===== config.mk =====
export PLATFORM = sky130hd
export DESIGN_NAME = demux4x32_wb
export DESIGN_NICKNAME = d
export VERILOG_FILES = /design/src/rtl/demux4x32_wb.sv
export SDC_FILE = /design/constraint.sdc
export NUM_CORES = 1
export LEC_CHECK = 0
export ABC_AREA = 1
export BUFFER_PORTS_ARGS = -buffer_cell sky130_fd_sc_hd__buf_2
export CAP_MARGIN = 20
export CORE_AREA = 2 2 113 115
export DETAILED_ROUTE_END_ITERATION = 10
export DIE_AREA = 0 0 115 117
export GPL_TIMING_DRIVEN = 0
export PLACE_DENSITY = 0.68
export SYNTH_ARGS = -nofsm -noshare
export SYNTH_HDL_FRONTEND = slang
export SYNTH_SLANG_ARGS = --single-unit

===== constraint.sdc =====
create_clock -name clk -period 2.5 [get_ports clk]
set_input_delay 0 -clock clk [delete_from_list [all_inputs] [get_ports clk]]
set_output_delay 0 -clock clk [all_outputs]
set_load 0.005 [all_outputs]

===== src/rtl/demux4x32_wb.sv =====
// 1-to-4 registered write-back demultiplexer with per-slot valid/ready handshake.
// Each slot is a 1-entry holding register, so a stalled consumer blocks only its own slot.
module demux4x32_wb #(
   parameter int unsigned WIDTH = 32,
   parameter int unsigned CNTW  = 8
) (
   input  logic             clk,
   input  logic             rst,
   input  logic [WIDTH-1:0] a,
   input  logic [1:0]       s,
   input  logic             in_valid,
   output logic             in_ready,
   output logic [WIDTH-1:0] y0,
   output logic [WIDTH-1:0] y1,
   output logic [WIDTH-1:0] y2,
   output logic [WIDTH-1:0] y3,
   output logic             v0,
   output logic             v1,
   output logic             v2,
   output logic             v3,
   input  logic             r0,
   input  logic             r1,
   input  logic             r2,
   input  logic             r3,
   output logic             busy,
   output logic [CNTW-1:0]  cnt
);

   logic [WIDTH-1:0] y_q [4];
   logic [3:0]       v_q;
   logic [3:0]       r_vec;
   logic [3:0]       acc_vec;
   logic [3:0]       drn_vec;
   logic [CNTW-1:0]  cnt_q;
   logic             accept;

   assign r_vec    = {r3, r2, r1, r0};
   assign in_ready = !rst && (!v_q[s] || r_vec[s]);
   assign accept   = in_valid && in_ready;

   always_comb begin
      acc_vec = '0;
      if (accept) acc_vec = 4'b0001 << s;
   end

   // A slot accepted this cycle is refilled, not drained, so it stays valid.
   assign drn_vec = v_q & r_vec & ~acc_vec;

   always_ff @(posedge clk) begin
      if (rst) begin
         for (int unsigned k = 0; k < 4; k++) y_q[k] <= '0;
         v_q   <= '0;
         cnt_q <= '0;
      end else begin
         for (int unsigned k = 0; k < 4; k++) begin
            if (acc_vec[k]) y_q[k] <= a;
         end
         v_q <= (v_q & ~drn_vec) | acc_vec;
         if (accept) cnt_q <= cnt_q + CNTW'(1);
      end
   end

   assign y0   = y_q[0];
   assign y1   = y_q[1];
   assign y2   = y_q[2];
   assign y3   = y_q[3];
   assign v0   = v_q[0];
   assign v1   = v_q[1];
   assign v2   = v_q[2];
   assign v3   = v_q[3];
   assign busy = |v_q;
   assign cnt  = cnt_q;

endmodule


Word level (Yosys, flattened, before mapping)
Memory sizes are Yosys's and may differ from the RTL's.
Index checks and enable logic that the tools add are counted.
{"block": "classes", "add_sub_neg": 1, "shifts": 1, "mul": 0, "mux": 23, "n_reduce_logical": 6, "n_eq_ne": 0, "bitwise_logic": 10, "order_cmp": 1, "div": 0}
{"cell": "$mux 32", "count": 4}
{"cell": "$mux 1", "count": 16}
{"cell": "$and 4x4->4", "count": 3}
{"cell": "$add 8x1->8 const B", "count": 1}
{"cell": "$not 4->4", "count": 2}
{"cell": "$bmux 1 s2", "count": 2}
{"cell": "$mux 4", "count": 1}
{"cell": "$or 1x1->1", "count": 4}
{"cell": "$or 4x4->4", "count": 1}
{"cell": "$reduce_or 4->1", "count": 1}
{"cell": "$shl 1x2->4 const A", "count": 1}
{"cell": "$lt 2x3->1 const B", "count": 1}
{"cell": "$logic_and 1x1->1", "count": 2}
{"cell": "$logic_not 1->1", "count": 2}
{"cell": "$logic_or 1x1->1", "count": 1}
{"block": "totals", "memories": 1, "rom_bits": 0, "input_bits": 41, "latch_bits": 0, "wordCells": 45, "ram_bits": 128, "register_bits": 12, "output_inout_bits": 142}
{"memory": "y_q", "depth": 4, "width": 32, "read_ports": 4, "rd_clocked_by_memory_dff": 0, "wr": 4, "line": "29", "rtl": "logic [WIDTH-1:0] y_q [4];"}

Longest topological paths before layout
{"block": "logic_depth", "depth_word": 12, "depth_mapped": 12, "ltp_nobuf": 10}

Worst setup path before layout
Ideal clock, no wire load.
{"block": "synth_timing", "path_kind": "flip-flop to flip-flop", "startpoint": "register v_q[3]", "endpoint": "memory y_q[0][0], enable pin", "n_path_buf": 2, "required_time_ps": 2111, "synth_period_minus_slack_ps": 2142, "arrival_time_ps": 1753, "setup_slack_ps": 358, "setup_time_ps": 389, "stages_incl_launch_ff": 10, "cell_sequence": "dfxtp_1 nand2_1 nand2_1 nand2_1 nand2_2 nand2_4 buf_12 nand4_4 buf_6 nand2_1"}
{"item": "from (decl)", "line": "30", "rtl": "logic [3:0] v_q;"}
{"item": "from (signal assigned)", "line": "58", "rtl": "v_q <= (v_q & ~drn_vec) | acc_vec;"}
{"item": "to (decl)", "line": "29"}

==> impl_metrics.env <==
export IMPL_cts_sinks=140
export IMPL_synth_seq_cells=140
export IMPL_cts_buffers=17
export IMPL_ys_types=27
export IMPL_post_route_period_util_pct=91.1
export IMPL_avgViaCountPerCell=4.83
export IMPL_status="complete, no violations"
export IMPL_drcViolationCount=0
export IMPL_synth_nets=461
export IMPL_report_final_setup_viol=0
export IMPL_gp_routability_congestion=0.851
export IMPL_clock_fmax_mhz=439
export IMPL_dr_pass1_iters=4
export IMPL_grt_pass1_vias=3966
export IMPL_r2r_start="v_q[0]"
export IMPL_cts_max_path_buffers=2
export IMPL_required_ns=2.53
export IMPL_clock_root_buffer="clkbuf_16"
export IMPL_utilization_pct=60.9
export IMPL_nNetsFinal=698
export IMPL_maxSlewViolCount=0
export IMPL_num_antenna_cells=0
export IMPL_critPathArrivalTime_ns=2.31
export IMPL_worstMarginPinSlew_ns=0.895
export IMPL_io_buffer_count=181
export IMPL_worstSetupPathType="reg2reg"
export IMPL_slew_limit_headroom_pct=40.1
export IMPL_synthAdderAreaFrac_pct=0.232
export IMPL_final_common_cell="buf_2"
export IMPL_clk_pin_slew_worst_paths_ns=0.06
export IMPL_ys_flop_type="edfxtp_1"
export IMPL_rr_worst_depth=9
export IMPL_powerDensity_nw_per_um2=762
export IMPL_synth_xor_area_share_pct=0.487
export IMPL_yosys_warnings=0
export IMPL_grt_pass1_wl_um=20200
export IMPL_synth_compound_area_share_pct=1.21
export IMPL_min_delay_start="in_valid"
export IMPL_wl_per_cell_um=16.5
export IMPL_coreArea_sq_um=12300
export IMPL_synth_edf_count=128
export IMPL_dpl_cell_count=750
export IMPL_hold_depth=3
export IMPL_areaGrowthSynthToFinish_pct=39.0
export IMPL_final_hold_viol_count=0
export IMPL_rsz0062_at_grt="false"
export IMPL_seq_area_frac_synth_pct=75.7
export IMPL_synth_mux_area_share_pct=0
export IMPL_finClkSkew_ns=0.0111
export IMPL_ff2ff_setup_slack_ns=0.22
export IMPL_ios=183
export IMPL_place_ws_ns=0.146
export IMPL_drive_above_1_share_pct=36.6
export IMPL_syn_area_sq_um=5400
export IMPL_hp_class="in2reg"
export IMPL_fp_dieW_um=115
export IMPL_endpoint_kind="flop"
export IMPL_clk_insertion_delay_late_ns=0.40
export IMPL_cts_tree="yes"
export IMPL_grt_usage_pct=20.2
export IMPL_crit_fanout=32
export IMPL_fin_setup_tns_ns=0
export IMPL_overflow=0
export IMPL_drt_iter0_markers=285
export IMPL_worst_path_most_repeated_cell="nand2_1"
export IMPL_min_to="v_q[3]"
export IMPL_fin_cells=819
export IMPL_synthSimpleGateAreaFrac_pct=16.4
export IMPL_ir_drop_mv=0.361
export IMPL_dp_hpwl_um=8660
export IMPL_cellLeakagePower_uw=0.00354
export IMPL_synth_top_family_by_area="simple AND/OR/NAND/NOR gates"
export IMPL_avgSynthCellArea_sq_um=12.9
export IMPL_routed_wl_um=13500
export IMPL_ant_nets=0
export IMPL_finalCriticalPeriod_ns=2.28
export IMPL_die_area_sq_um=13500
export IMPL_grt_max_degree=33
export IMPL_crit_chain="nand2_1 > nand2_1 > nand2_1 > nand2_2 > nand2_4 > buf_12 > nand4_4 > buf_6 > nand2_2"
export IMPL_fp_dieH_um=117
export IMPL_fill_cells=989
export IMPL_num_vias=3955
export IMPL_final_cell_mix="buf_2 (185), nor2_1 (132), edfxtp_1 (128)"
export IMPL_critPathLaunchType="flop"
export IMPL_start_util_pct=43.8
export IMPL_synthArstFlopShare_pct=0
export IMPL_critPathSlowestCell="nand2_2"
export IMPL_drv_cap=0
export IMPL_cts_setup_buffers=0
export IMPL_crit_path_max_incr_delay_ns=0.66
export IMPL_synth_cells=419
export IMPL_antenna_found_initial=0
export IMPL_worst_slack_ns=0.222
export IMPL_r2r_end="y_q[3][28]"
export IMPL_h_tree_depth=4
export IMPL_rows=41
[cell type report]
type	count	area [sq um]	area share (%)
Timing Repair Buffer	218	1280	17.0
Clock inverter	13	193	2.57
Multi-Input combinational cell	217	1000	13.4
Clock buffer	19	433	5.77
Buffer	17	156	2.09
Sequential cell	140	4080	54.4
Inverter	45	169	2.25
Tap cell	150	188	2.50
[registers in the layout, summed over array words and instances (netlist names)]
name / flops
y_q: 128
v_q: 4
cnt: 8
[cell usage after synthesis, types with 2 or more instances]
master / number / share of area [%]
nor2_1: 132 / 9.2
edfxtp_1: 128 / 71
inv_1: 42 / 2.9
nand2_1: 40 / 2.8
dfxtp_1: 12 / 4.5
a21oi_1: 11 / 1.0
buf_6: 9 / 1.9
nand3_1: 9 / 0.83
nand4_1: 6 / 0.70
buf_2: 4 / 0.37
nor2_2: 4 / 0.46
inv_2: 3 / 0.21
nand4_4: 3 / 1.2
clkbuf_1: 2 / 0.14
xnor2_1: 2 / 0.32
[stage by stage]
step | area (sq um) | total power, uW | hold WS [ns]
2_1_floorplan | 5400 | 2880 | 0.0351
3_3_place_gp | 6490 | 3060 | 0.273
3_5_place_dp | 6500 | 3070 | 0.272
4_1_cts | 7500 | 5750 | 0.00571
5_1_grt | 7500 | 5880 | 0.0397
6_report | 7500 | 5710 | 0.0271
[cells by family after synthesis]
| group | Yosys count |
|---|---|
| and+or+nand+nor | 200 |
| DFF | 140 |
| buffers and inverters | 62 |
| AOI/OAI and AO/OA | 13 |
| xor gates and xnor gates | 3 |
| adders and majority gates | 1 |
[metal layers]
layer	global-route usage [%]	part of all wire, %	up-vias
met5	0	0	-
li1	-	-	1869
met4	9.24	1.8	0
met3	3.81	4.5	17
met2	35.3	53	145
met1	24.5	41	1924
[power breakdown]
group          internal (uW)  switching (uW)
clock network           1680             970
logic                    155             223
registers               2650            29.2
total                   4490            1220
[repair_timing]
item                                   4_1_cts  5_1_grt
setup endpoints to repair                    0       32
gates resized for setup                      0        1
endpoints found under the hold margin      132        0
hold buffers                                37        0
[how the worst max path moves through the flow]
| stage | end | startpoint |
|---|---|---|
| finish | y_q[3][28] | v_q[0] |
| global route | y_q[0][20] | v_q[2] |
| CTS | y_q[1][20] | v_q[0] |
| detailed placement | y_q[1][9] | v_q[1] |
| global placement | y_q[1][8] | v_q[2] |
| floorplan | y_q[0][0] | v_q[3] |
[worst max-delay path: cells and delay by family (launching register included)]
family | cells | cell delay [ns]
AND/OR/NAND/NOR | 7 | 1.19
flip-flops | 1 | 0.34
buffers and inverters | 2 | 0.36
(Power assumes the default switching activity.)
